## config.mk

```make
export PLATFORM = sky130hd
export DESIGN_NAME = frame_stream_src
export DESIGN_NICKNAME = d
export VERILOG_FILES = /design/src/rtl/vga_pkg.sv /design/src/rtl/stream_fifo.sv /design/src/rtl/frame_stream_src.sv
export SDC_FILE = /design/constraint.sdc
export NUM_CORES = 1
export LEC_CHECK = 0
export BUFFER_PORTS_ARGS = -buffer_cell sky130_fd_sc_hd__buf_2
export CORE_MARGIN = 8
export CORE_UTILIZATION = 40
export CTS_BUF_LIST = sky130_fd_sc_hd__clkbuf_16
export DETAILED_ROUTE_END_ITERATION = 8
export SKIP_CTS_REPAIR_TIMING = 1
export SLEW_MARGIN = 10
export SYNTH_ARGS = -nofsm -noshare
export SYNTH_HDL_FRONTEND = slang
export SYNTH_HIERARCHICAL = 1
export SYNTH_SLANG_ARGS = --single-unit
```

## constraint.sdc

```tcl
create_clock -name clk -period 2.5 [get_ports clk]
set_clock_uncertainty 0.1 [all_clocks]
set_input_delay 0.125 -clock clk [delete_from_list [all_inputs] [get_ports clk]]
set_output_delay 0.125 -clock clk [all_outputs]
set_load 0.02 [all_outputs]
```

## src/rtl/vga_pkg.sv

```systemverilog
// rtl/vga_pkg.sv - shared timing constants, source FSM states and colour-bar table
package vga_pkg;

    localparam int HD_640 = 640;
    localparam int VD_480 = 480;

    typedef enum logic {
        IDLE = 1'b0,
        RUN  = 1'b1
    } src_state_t;

    // RGB444, left to right: white, yellow, cyan, green, magenta, red, blue, black
    localparam logic [11:0] BAR_LUT [8] = '{
        12'hFFF, 12'hFF0, 12'h0FF, 12'h0F0,
        12'hF0F, 12'hF00, 12'h00F, 12'h000
    };

endpackage

```

## src/rtl/stream_fifo.sv

```systemverilog
// rtl/stream_fifo.sv - synchronous FIFO, registered storage, head visible one clk after write
//
// Ports:
//   clk, reset     clock, asynchronous active-high reset
//   wr, din        write strobe and data
//   rd             pop strobe
//   dout           current head entry (meaningful only while !empty)
//   empty, full    occupancy flags
//   count          number of stored entries, 0..DEPTH
module stream_fifo #(
    parameter int W     = 8,
    parameter int DEPTH = 4
) (
    input  logic                     clk,
    input  logic                     reset,
    input  logic                     wr,
    input  logic [W-1:0]             din,
    input  logic                     rd,
    output logic [W-1:0]             dout,
    output logic                     empty,
    output logic                     full,
    output logic [$clog2(DEPTH):0]   count
);

    localparam int PW = $clog2(DEPTH);

    logic [W-1:0]  mem [DEPTH];
    logic [PW-1:0] wr_ptr;
    logic [PW-1:0] rd_ptr;
    logic          do_wr;
    logic          do_rd;

    assign empty = (count == '0);
    assign full  = (count == (PW+1)'(DEPTH));

    // A write into a full FIFO is accepted only when the head leaves in the same cycle.
    assign do_wr = wr && (!full || rd);
    assign do_rd = rd && !empty;

    always_ff @(posedge clk or posedge reset) begin
        if (reset) begin
            wr_ptr <= '0;
            rd_ptr <= '0;
            count  <= '0;
        end else begin
            if (do_wr) begin
                wr_ptr <= wr_ptr + 1'b1;
            end
            if (do_rd) begin
                rd_ptr <= rd_ptr + 1'b1;
            end
            case ({do_wr, do_rd})
                2'b10:   count <= count + 1'b1;
                2'b01:   count <= count - 1'b1;
                default: count <= count;
            endcase
        end
    end

    always_ff @(posedge clk) begin
        if (do_wr) begin
            mem[wr_ptr] <= din;
        end
    end

    assign dout = mem[rd_ptr];

endmodule

```

## src/rtl/frame_stream_src.sv

```systemverilog
// rtl/frame_stream_src.sv - raster framebuffer reader feeding a valid/ready pixel stream
//
// Scans an HD x VD framebuffer in raster order through a 1-clk-latency read port and
// streams {rgb, start} pixels; start marks pixel (0,0). A credit-limited prefetch FIFO
// hides the read latency so the sink can take one pixel per clk.
// Optional build macro TEST_PATTERN_EN: pattern_sel selects 8 vertical colour bars
// instead of framebuffer data.
//
// Ports:
//   clk, reset     clock, asynchronous active-high reset
//   enable         stream frames; sampled only at frame boundaries
//   pattern_sel    colour-bar pattern select (TEST_PATTERN_EN builds only)
//   fb_rd_en       framebuffer read strobe
//   fb_rd_addr     linear read address y*HD+x
//   fb_rd_data     read data, valid 1 clk after fb_rd_en
//   so_data        [CD:1]=rgb, [0]=start
//   so_valid       stream valid
//   so_ready       stream ready
//   frame_done     1-clk pulse the cycle after the last pixel of a frame is popped
module frame_stream_src
    import vga_pkg::*;
#(
    parameter int CD         = 12,
    parameter int HD         = HD_640,
    parameter int VD         = VD_480,
    parameter int AW         = 19,
    parameter int FIFO_DEPTH = 4
) (
    input  logic          clk,
    input  logic          reset,
    input  logic          enable,
    input  logic          pattern_sel,
    output logic          fb_rd_en,
    output logic [AW-1:0] fb_rd_addr,
    input  logic [CD-1:0] fb_rd_data,
    output logic [CD:0]   so_data,
    output logic          so_valid,
    input  logic          so_ready,
    output logic          frame_done
);

    localparam int XW = $clog2(HD);
    localparam int YW = $clog2(VD);
    localparam int CW = $clog2(FIFO_DEPTH) + 1;
    // FIFO entry: {last, rgb, start}; last drives frame_done on pop
    localparam int FW = CD + 2;

    src_state_t    state;
    src_state_t    state_next;
    logic [XW-1:0] x;
    logic [YW-1:0] y;
    logic [AW-1:0] addr;
    logic          inflight;
    logic          tag_d;
    logic          last_d;
    logic          issue;
    logic          x_last;
    logic          y_last;
    logic          frame_last;
    logic [CW:0]   credit;
    logic [CW-1:0] fifo_count;
    logic          fifo_empty;
    logic          unused_fifo_full;
    logic [FW-1:0] fifo_din;
    logic [FW-1:0] fifo_dout;
    logic [CD-1:0] wr_rgb;
    logic          pop;

    assign x_last     = (x == XW'(HD - 1));
    assign y_last     = (y == YW'(VD - 1));
    assign frame_last = x_last && y_last;

    // Entries already stored plus the read still in the pipe must leave room for this one,
    // so a write can never land on a full FIFO.
    assign credit = {1'b0, fifo_count} + (CW+1)'(inflight);
    assign issue  = (state == RUN) && (credit < (CW+1)'(FIFO_DEPTH));

    always_ff @(posedge clk or posedge reset) begin
        if (reset) begin
            state <= IDLE;
        end else begin
            state <= state_next;
        end
    end

    always_comb begin
        state_next = state;
        case (state)
            IDLE: begin
                if (enable) begin
                    state_next = RUN;
                end
            end
            RUN: begin
                // enable is only consulted as the last pixel of a frame is issued
                if (issue && frame_last && !enable) begin
                    state_next = IDLE;
                end
            end
            default: state_next = IDLE;
        endcase
    end

    always_ff @(posedge clk or posedge reset) begin
        if (reset) begin
            x    <= '0;
            y    <= '0;
            addr <= '0;
        end else if (state == IDLE) begin
            x    <= '0;
            y    <= '0;
            addr <= '0;
        end else if (issue) begin
            if (x_last) begin
                x <= '0;
                y <= y_last ? '0 : y + 1'b1;
            end else begin
                x <= x + 1'b1;
            end
            addr <= frame_last ? '0 : addr + 1'b1;
        end
    end

    // Side information travels one clk alongside the read so it meets fb_rd_data.
    always_ff @(posedge clk or posedge reset) begin
        if (reset) begin
            inflight <= 1'b0;
            tag_d    <= 1'b0;
            last_d   <= 1'b0;
        end else begin
            inflight <= issue;
            tag_d    <= issue && (x == '0) && (y == '0);
            last_d   <= issue && frame_last;
        end
    end

`ifdef TEST_PATTERN_EN
    localparam int BW = (HD / 8 > 1) ? $clog2(HD / 8) : 1;

    logic          pat_mode;
    logic [2:0]    bar;
    logic [BW-1:0] bar_x;
    logic [CD-1:0] pat_d;

    always_ff @(posedge clk or posedge reset) begin
        if (reset) begin
            pat_mode <= 1'b0;
            bar      <= '0;
            bar_x    <= '0;
            pat_d    <= '0;
        end else begin
            if (state == IDLE && enable) begin
                pat_mode <= pattern_sel;
            end
            if (issue) begin
                pat_d <= CD'(BAR_LUT[bar]);
                // bar_x counts pixels within a bar; restarting at line end keeps bars aligned
                if (x_last) begin
                    bar_x <= '0;
                    bar   <= '0;
                end else if (bar_x == BW'(HD / 8 - 1)) begin
                    bar_x <= '0;
                    bar   <= bar + 3'd1;
                end else begin
                    bar_x <= bar_x + 1'b1;
                end
            end
        end
    end

    assign fb_rd_en = issue && !pat_mode;
    assign wr_rgb   = pat_mode ? pat_d : fb_rd_data;
`else
    logic unused_pattern_sel;
    assign unused_pattern_sel = pattern_sel;

    assign fb_rd_en = issue;
    assign wr_rgb   = fb_rd_data;
`endif

    assign fb_rd_addr = addr;
    assign fifo_din   = {last_d, wr_rgb, tag_d};

    stream_fifo #(
        .W     (FW),
        .DEPTH (FIFO_DEPTH)
    ) u_fifo (
        .clk   (clk),
        .reset (reset),
        .wr    (inflight),
        .din   (fifo_din),
        .rd    (pop),
        .dout  (fifo_dout),
        .empty (fifo_empty),
        .full  (unused_fifo_full),
        .count (fifo_count)
    );

    assign so_valid = !fifo_empty;
    assign pop      = so_valid && so_ready;
    // Storage is not reset, so the head is masked while nothing is valid.
    assign so_data  = fifo_empty ? '0 : fifo_dout[CD:0];

    always_ff @(posedge clk or posedge reset) begin
        if (reset) begin
            frame_done <= 1'b0;
        end else begin
            frame_done <= pop && fifo_dout[FW-1];
        end
    end

endmodule
```

-- After elaboration in Yosys (flattened, before gate mapping)
Memories as Yosys holds them, arrays and structs flattened.
Index checks and enable logic that the tools add are counted.
- flip-flop bits (word level): 50
- RAM bits: 56
- bits of input ports: 17
- output and inout bits: 35
- word-level logic and storage cells: 65
- memories kept: 1
- memories (name ; depth ; bits a word ; rd ports ; clocked after memory_dff ; wr ports ; RTL line ; text):
    u_fifo.mem ; 4 ; 14 ; 1 ; 0 ; 1 ; stream_fifo.sv:27 ; logic [W-1:0] mem [DEPTH];
- $add $sub $neg: 8
- order comparisons: 1
- equal/unequal tests: 7
- muxes and demuxes: 17
- bitwise operators: 1
- reduce and logical (&&, ||, !) cells: 19
- operator list (kind ; number):
    2-to-1 mux 19 bit ; 3
    2-to-1 mux 9 bit ; 4
    2-to-1 mux 10 bit ; 3
    adder 19 x 1 -> 19 bit, second input constant ; 1
    2-to-1 mux 13 bit ; 1
    adder 10 x 1 -> 10 bit, second input constant ; 1
    == test 10 bit, second input constant ; 1
    logical AND 1 bit ; 10
    zero test 10 bit ; 1
    adder 9 x 1 -> 9 bit, second input constant ; 1
    == test 9 bit, second input constant ; 1
    zero test 9 bit ; 1
    one-hot mux 3 bit (2 select lines) ; 1
    adder 2 x 1 -> 2 bit, second input constant ; 2
    adder 3 x 1 -> 4 bit ; 1
    less-than comparator 4 x 3 -> 1 bit, second input constant ; 1
    2-to-1 mux 1 bit ; 4
    != test 2 x 1 -> 1 bit, second input constant ; 2
    adder 3 x 1 -> 3 bit, second input constant ; 1
    == test 3 bit, second input constant ; 1
    zero test 1 bit ; 3
    zero test 3 bit ; 1
    subtractor 3 x 1 -> 3 bit, second input constant ; 1
    == test 2 x 1 -> 1 bit, second input constant ; 1
    other kinds (6) ; 6

-- Longest topological paths before layout
Gate-level depths: netlist of the first run.
- depth in word-level cells: 7
- gate-level depth with buffers: 10
- mapped depth without buffers: 10

-- Modules after synthesis
Netlist of the first run, hierarchy kept.
- modules (own cells, without submodules) (module ; times used ; cells an instance ; area an instance (µm²)):
    stream_fifo ; 1 ; 112 ; 2456.1
    frame_stream_src ; 1 ; 272 ; 2392.3

-- Worst setup path before layout of the first run
OpenSTA, ideal clock, no wires.
- path type: register -> register
- start point: register u_fifo.count[0]
- end point: register u_fifo.count[2]
- setup time: 79 ps
- data arrival time: 2261 ps
- required time: 2321 ps
- slack: 60 ps
- cell stages (with the launch flop): 11
- path buffers: 0
- period minus slack after synthesis: 2440 ps
- cells stage by stage: dfrtp_1 > nor3_1 > nor2b_1 > o21a_4 > inv_1 > ha_1 > inv_1 > fa_1 > xor2_1 > nor2_1 > xor2_1
- longest elaborated chain between the ends: 7
- elaborated cells on any way between the ends: 14
- RTL lines (item ; RTL line ; text):
    start: declaration ; stream_fifo.sv:22 ; output logic [$clog2(DEPTH):0] count
    start signal: assignment ; stream_fifo.sv:53 ; 2'b10: count <= count + 1'b1;
    start signal: assignment ; stream_fifo.sv:54 ; 2'b01: count <= count - 1'b1;
    start signal: assignment ; stream_fifo.sv:55 ; default: count <= count;
    zero test 3 bit (*) ; stream_fifo.sv:33 ; assign empty = (count == '0);
    net fifo_empty ; frame_stream_src.sv:62 ; logic fifo_empty;
    zero test 1 bit (*) ; frame_stream_src.sv:199 ; assign so_valid = !fifo_empty;
    logical AND 1 bit (*) ; frame_stream_src.sv:200 ; assign pop = so_valid && so_ready;
    net pop ; frame_stream_src.sv:67 ; logic pop;
    logical OR 1 bit ; stream_fifo.sv:37 ; assign do_wr = wr && (!full || rd);
    logical AND 1 bit ; stream_fifo.sv:37 ;
    == test 2 x 1 -> 1 bit or == test 2 bit (tied branches) ; stream_fifo.sv:52 ; case ({do_wr, do_rd})
    one-hot mux 3 bit (2 select lines) or nonzero test 2 bit (tied branches) ; - ;
The timed path passes the listed nets; every way through them passes the cells marked *.
A chain may end at the register's enable or synchronous reset.

-- Final worst setup path of the first run
- start point: register u_fifo.count[1]
- end point: register u_fifo.count[2]
- longest elaborated chain between the ends: 7
- elaborated cells on any way between the ends: 14
- RTL lines (item ; RTL line):
    zero test 3 bit ; stream_fifo.sv:33
    zero test 1 bit ; stream_fifo.sv:38, frame_stream_src.sv:199
    logical AND 1 bit ; frame_stream_src.sv:200
    logical OR 1 bit ; stream_fifo.sv:37
    logical AND 1 bit ; stream_fifo.sv:37
    == test 2 x 1 -> 1 bit or == test 2 bit (tied branches) ; stream_fifo.sv:52
    one-hot mux 3 bit (2 select lines) or nonzero test 2 bit (tied branches) ; -
Several ways; a longest one is shown, not always the timed one.

==> summary.md, run 1 <==
| Metric | Value |
|---|---|
| Status | `complete, no violations` |
| Number of max-cap violations | `0` |
| Site Rows | `40` |
| Reg-to-reg slack, setup | `~0.15 ns` |
| Pin count of the biggest net entering global routing | `44` |
| Peak supply drop | `~0.51 mV` |
| Die Height | `between 100 and 150 microns` |
| # IOs | `52` |
| Worst setup margin | `between 0.15 and 0.2 ns` |
| Final setup fails | `0` |
| Longest Clk Path Bufs | `2` |
| Die area | `roughly 16000 sq um` |
| CTS Buf Count | `9` |
| Kind of start point of the critical path | `flop` |
| Root Buffer | `clkbuf_16` |
| Layout cells sized above 1 | `0.226` |
| Yosys warns | `6` |
| Antenna violations before repair | `0` |
| Met1 GRT Util | `0.155` |
| Core ar. | `approximately 12000 sq um` |
| Gpl congestion | `around 0.81` |
| Setup CP Type | `reg -> reg` |
| Die X-Extent | `between 100 and 150 microns` |
| Gr busiest metal | `met2` |
| Hold path depth | `3` |
| Drt total wl | `10100 microns` |
| DP Worst Slack | `0.166 ns` |
| Required time of the critical path | `~2.7 ns` |
| Fillers | `1082` |
| Final critical-path required period | `~2.3 ns` |
| Via density per instance | `between 5 and 6` |
| Global-route wire length before repair | `around 17000 microns` |
| Mean routed wirelength per cell | `~16 microns` |
| Fin crit share | `0.939` |
| Final hold vios | `0` |
| Post-Synthesis Cells | `between 300 and 400` |
| Pin slew with the least headroom to its limit | `just over 0.9 ns` |
| Leakage | `about 0.0024 uW` |
| Dpl hpwl | `6840 microns` |
| Setup_tns | `0 ns` |
| Syn_nets | `about 410` |
| Total global routing overflow | `0` |
| Crit path DAT | `between 2 and 3 ns` |
| Worst-Skew Late Latency | `roughly 0.35 ns` |
| Nets | `around 490` |
| Post-Route Utilization | `0.483` |
| Hold crit path type | `in -> reg` |
| Synth Cell Area | `roughly 4800 sq um` |
| # DRC | `0` |
| CTS tree | `yes` |
| Vias in the first global route | `about 3200` |
| Synth Area per Inst | `between 10 and 15 sq um` |
| CTS HTree Levels | `3` |
| Slew Limit Fails | `0` |
| Starting Density | `0.407` |
| CP max FO | `7` |
| DR pass1 iterations | `4` |
| DR iter-0 viols | `~190` |
| I/O Buffers | `50` |
| Clk pin slew, worst setup/hold paths | `~0.07 ns` |
| Setup crit end kind | `flop` |
| GRT met2 Usage | `0.216` |
| Total GRT Usage | `0.132` |
| Global routing usage on met3 | `0.0502` |
| Max Clk Rate | `around 0.43 GHz` |
| Worst reg-to-reg path cell count | `9` |
| Antenna-violating nets left | `0` |
| Pwr/cell area | `~1100 nW/um^2` |
| RSZ-0062 raised after global routing | `false` |
| Slew Limit Headroom | `0.385` |
| Area growth syn-to-layout | `18.7%` |
| Inserted Diodes | `0` |
| Vias post-DR | `3235` |
| Num Clock Sinks | `around 110` |
-- placed cells by master, fill, tap and decap left out, drive strengths merged, types with 3 or more instances in the layout --
cell type,n
a22o,3
a21oi,19
nor3,7
nand3,15
and3,4
nor4,4
edfxtp,56
buf,63
ha,10
and2,7
inv,27
or3,9
clkinv,4
a21o,5
and4,4
or4,3
nor2,20
dlygate4sd3,14
xor2,11
xnor2,5
nand4,12
nand2,32
a31oi,3
o21ai,16
mux2i,4
dfrtp,50
nor2b,16
clkbuf,9
mux4,14
-- worst paths after layout --
path,startpoint,to
worst min-delay path,so_ready,frame_done
worst max register to register,u_fifo/count[1],u_fifo/count[2]
max in group asynchronous,reset,y[5]
worst max-delay path,u_fifo/count[1],u_fifo/count[2]
worst min register to register,tag_d,u_fifo/mem[2][0]
min in group asynchronous,reset,u_fifo/wr_ptr[1]
-- per-layer routing --
layer | routed length (microns) | vias to the layer above
met5 | 0 | -
met4 | 131 | 0
met3 | 594 | 12
met2 | 4890 | 76
met1 | 4450 | 1591
li1 | - | 1556
-- power breakdown --
group | internal [uW] | switching [uW] | leakage (uW)
registers | 2260 | 280 | 0.00118
clock network | 672 | 636 | 0.000132
logic | 996 | 1290 | 0.00105
-- metrics by stage --
stage          instances  hold slack (ns)  cell area [sq um]  power (uW)
6_report             611            0.141               5750        6130
4_1_cts              597           -0.377               5610        6210
3_5_place_dp         581           0.0102               5340        4890
5_1_grt              611            0.144               5750        6530
2_1_floorplan        383           -0.172               4840        4100
3_3_place_gp         581          0.00924               5340        4820
-- state kept, by name, summed over array words and instances (netlist names) --
register       flops
inflight           1
u_fifo/mem        56
state              1
y                  9
tag_d              1
u_fifo/wr_ptr      2
u_fifo/count       3
frame_done         1
x                 10
u_fifo/rd_ptr      2
last_d             1
fb_rd_addr        19
-- critical path, cell delays in order, from the launching register on --
cell     delay, ns
dfrtp_1       0.46
or3b_1        0.39
o21a_4        0.23
inv_1         0.06
ha_1          0.18
inv_1         0.06
fa_1          0.37
xor2_1        0.15
nor2_1        0.11
xor2_1        0.16
-- layout make-up --
class | instances | area [sq um] | share of cell area
clock buffer | 9 | 225 | 0.0392
clock inverter | 7 | 45.0 | 0.00783
inverter | 25 | 93.8 | 0.0163
multi-input combinational | 240 | 1770 | 0.307
sequential | 106 | 2930 | 0.510
tap | 147 | 184 | 0.0320
timing repair buffer | 77 | 500 | 0.0871
Power figures use the tool's default switching activity.
==> run 2, diff against run 1 <==
--- a/config.mk
+++ b/config.mk
@@ -5,14 +5,18 @@
 export SDC_FILE = /design/constraint.sdc
 export NUM_CORES = 1
 export LEC_CHECK = 0
-export BUFFER_PORTS_ARGS = -buffer_cell sky130_fd_sc_hd__buf_2
+export CELL_PAD_IN_SITES_DETAIL_PLACEMENT = 2
+export CELL_PAD_IN_SITES_GLOBAL_PLACEMENT = 2
 export CORE_MARGIN = 8
-export CORE_UTILIZATION = 40
+export CORE_UTILIZATION = 39
 export CTS_BUF_LIST = sky130_fd_sc_hd__clkbuf_16
 export DETAILED_ROUTE_END_ITERATION = 8
+export DONT_BUFFER_PORTS = 1
+export PLACE_DENSITY_LB_ADDON = 0.1
 export SKIP_CTS_REPAIR_TIMING = 1
 export SLEW_MARGIN = 10
 export SYNTH_ARGS = -nofsm -noshare
 export SYNTH_HDL_FRONTEND = slang
 export SYNTH_HIERARCHICAL = 1
 export SYNTH_SLANG_ARGS = --single-unit
+export TNS_END_PERCENT = 100
==> summary.md, run 2 (same netlist as run 1, synthesis figures left out) <==
| Metric | Value |
|---|---|
| CP max FO | `7 (unchanged)` |
| Dpl hpwl | `8200 microns (was 6840 microns)` |
| Most common cell after layout, fill and taps aside | `edfxtp_1 (unchanged)` |
| Worst-Skew Late Latency | `0.35 ns (about the same)` |
| Clk pin slew, worst setup/hold paths | `0.07 ns (about the same)` |
| # IOs | `52 (unchanged)` |
| Max FFs per register | `56 (unchanged)` |
| Slew Limit Headroom | `0.359 (was 0.385)` |
| Clock share of power | `0.217 (was 0.213)` |
| Setup CP Type | `reg -> reg (unchanged)` |
| Fillers | `1190 (was 1082)` |
| Largest reg by FF count | `u_fifo/mem (unchanged)` |
| Pin slew with the least headroom to its limit | `0.960 ns (was 0.922 ns)` |
| # DRC | `0 (unchanged)` |
| Hold crit path type | `in -> reg (unchanged)` |
| DP Worst Slack | `0.103 ns (was 0.166 ns)` |
| Starting Density | `0.402 (was 0.407)` |
| Gpl congestion | `0.729 (was 0.807)` |
| Area growth syn-to-layout | `15.2% (was 18.7%)` |
| Setup crit end kind | `flop (unchanged)` |
| Final setup fails | `0 (unchanged)` |
| Required time of the critical path | `2.66 ns (was 2.67 ns)` |
| Total GRT Usage | `0.152 (was 0.132)` |
| Final critical-path required period | `2.33 ns (was 2.35 ns)` |
| Core ar. | `12100 sq um (was 11900 sq um)` |
| Vias post-DR | `3198 (was 3235)` |
| Slew Limit Fails | `0 (unchanged)` |
| Antenna violations before repair | `0 (unchanged)` |
| Reg power frac | `0.428 (was 0.414)` |
| Total global routing overflow | `0 (unchanged)` |
| Via density per instance | `5.43 (was 5.29)` |
| Status | `complete, no violations (unchanged)` |
| Post-Route Utilization | `0.463 (was 0.483)` |
| Pwr/cell area | `1080 nW/um^2 (was 1070 nW/um^2)` |
| Setup_tns | `0 ns (unchanged)` |
| DR pass1 iterations | `4 (unchanged)` |
| Crit path DAT | `2.50 ns (was 2.52 ns)` |
| Inserted Diodes | `0 (unchanged)` |
| Site Rows | `40 (unchanged)` |
| DR iter-0 viols | `117 (was 185)` |
| Kind of start point of the critical path | `flop (unchanged)` |
| Share of power burned in combinational logic | `0.355 (was 0.373)` |
| Number of max-cap violations | `0 (unchanged)` |
| Leakage | `0.00217 uW (was 0.00237 uW)` |
| Antenna-violating nets left | `0 (unchanged)` |
| WHS | `0.0311 ns (was 0.141 ns)` |
| Die area | `16200 sq um (was 15900 sq um)` |
| Global-route wire length before repair | `19200 microns (was 16600 microns)` |
| CTS HTree Levels | `3 (unchanged)` |
| Vias in the first global route | `3500 (was 3248)` |
| Layout cells sized above 1 | `0.159 (was 0.226)` |
| Num Clock Sinks | `106 (unchanged)` |
| Final Non-Filler Cells | `589 (was 611)` |
| Die Height | `127 microns (was 126 microns)` |
| P_int | `3800 uW (was 3930 uW)` |
| Final hold vios | `0 (unchanged)` |
| Most frequent cells in the layout | `edfxtp_1 (56), dfrtp_1 (47), nand2_1 (31) (was edfxtp_1 (56), buf_2 (50), dfrtp_1 (49))` |
| Fin crit share | `0.933 (was 0.939)` |
| Dpl cells | `557 (was 581)` |
| Root Buffer | `clkbuf_16 (unchanged)` |
| I/O Buffers | `0 (was 50)` |
| Pin count of the biggest net entering global routing | `44 (unchanged)` |
| Longest Clk Path Bufs | `2 (unchanged)` |
| Die X-Extent | `127 microns (was 126 microns)` |
| P_sw | `2260 uW (was 2210 uW)` |
| Drt total wl | `11800 microns (was 10100 microns)` |
| CTS tree | `yes (unchanged)` |
| Worst setup margin | `0.168 ns (was 0.154 ns)` |
| Max Clk Rate | `0.429 GHz (was 0.426 GHz)` |
| Nets | `444 (was 487)` |
| Mean routed wirelength per cell | `20.0 microns (was 16.5 microns)` |
| Switch share | `0.373 (was 0.360)` |
| Peak supply drop | `0.365 mV (was 0.510 mV)` |
| CTS Buf Count | `9 (unchanged)` |
## run 2: cell count changes in the layout (fill, tap and decap cells not counted), sizes merged
cell	delta
buf	-43
## run 2: layer usage
metal,wire length [microns],global-route usage,up-vias
met3,583,0.0420,13
met4,192,0.0623,0
met2,6050,0.268,49
met1,4940,0.170,1669
met5,0,0,-
li1,-,-,1467
## run 2: worst max-delay path, cell delays in order (launching register included)
cell and delay (ns):
dfrtp_2 0.44, or3b_1 0.39, o21a_4 0.24, inv_1 0.07, ha_2 0.19, inv_1 0.06, fa_2 0.33, xor2_1 0.14
nor2_1 0.13, xor2_1 0.16
## run 2: power groups by stage
stage / clock (uW) / sequential (uW) / combinational (uW)
3_5_place_dp: 0 / 2630 / 2120
2_1_floorplan: 0 / 2500 / 1600
3_3_place_gp: 0 / 2590 / 2030
6_report: 1310 / 2590 / 2150
5_1_grt: 1410 / 2650 / 2370
4_1_cts: 1360 / 2600 / 2130
## run 2: through the flow
step	power [uW]	instance area, sq um
floorplan	4100	4840
global placement	4620	5140
detailed placement	4760	5140
CTS	6090	5410
global route	6430	5580
finish	6050	5580
## run 2: worst paths after layout
kind | startpoint | endpoint | slack (ns) | depth (start not counted)
max in group asynchronous | reset | last_d | 1.32 | 2
hold reg to reg | last_d | u_fifo/mem[0][13] | 0.40 | 0
hold / removal | so_ready | frame_done | 0.03 | 2
setup / recovery | u_fifo/count[0] | u_fifo/count[2] | 0.17 | 9
min in group asynchronous | reset | u_fifo/wr_ptr[0] | 0.12 | 2
setup reg to reg | u_fifo/count[0] | u_fifo/count[2] | 0.17 | 9
## run 2: layout make-up
cell class | instances | area, sq um | share of cell area
clock buffer | 9 | 225 | 0.0403
inverter | 25 | 93.8 | 0.0168
timing repair buffer | 34 | 290 | 0.0520
multi-input combinational | 240 | 1780 | 0.319
tap | 168 | 210 | 0.0377
sequential | 106 | 2940 | 0.526
clock inverter | 7 | 45.0 | 0.00807
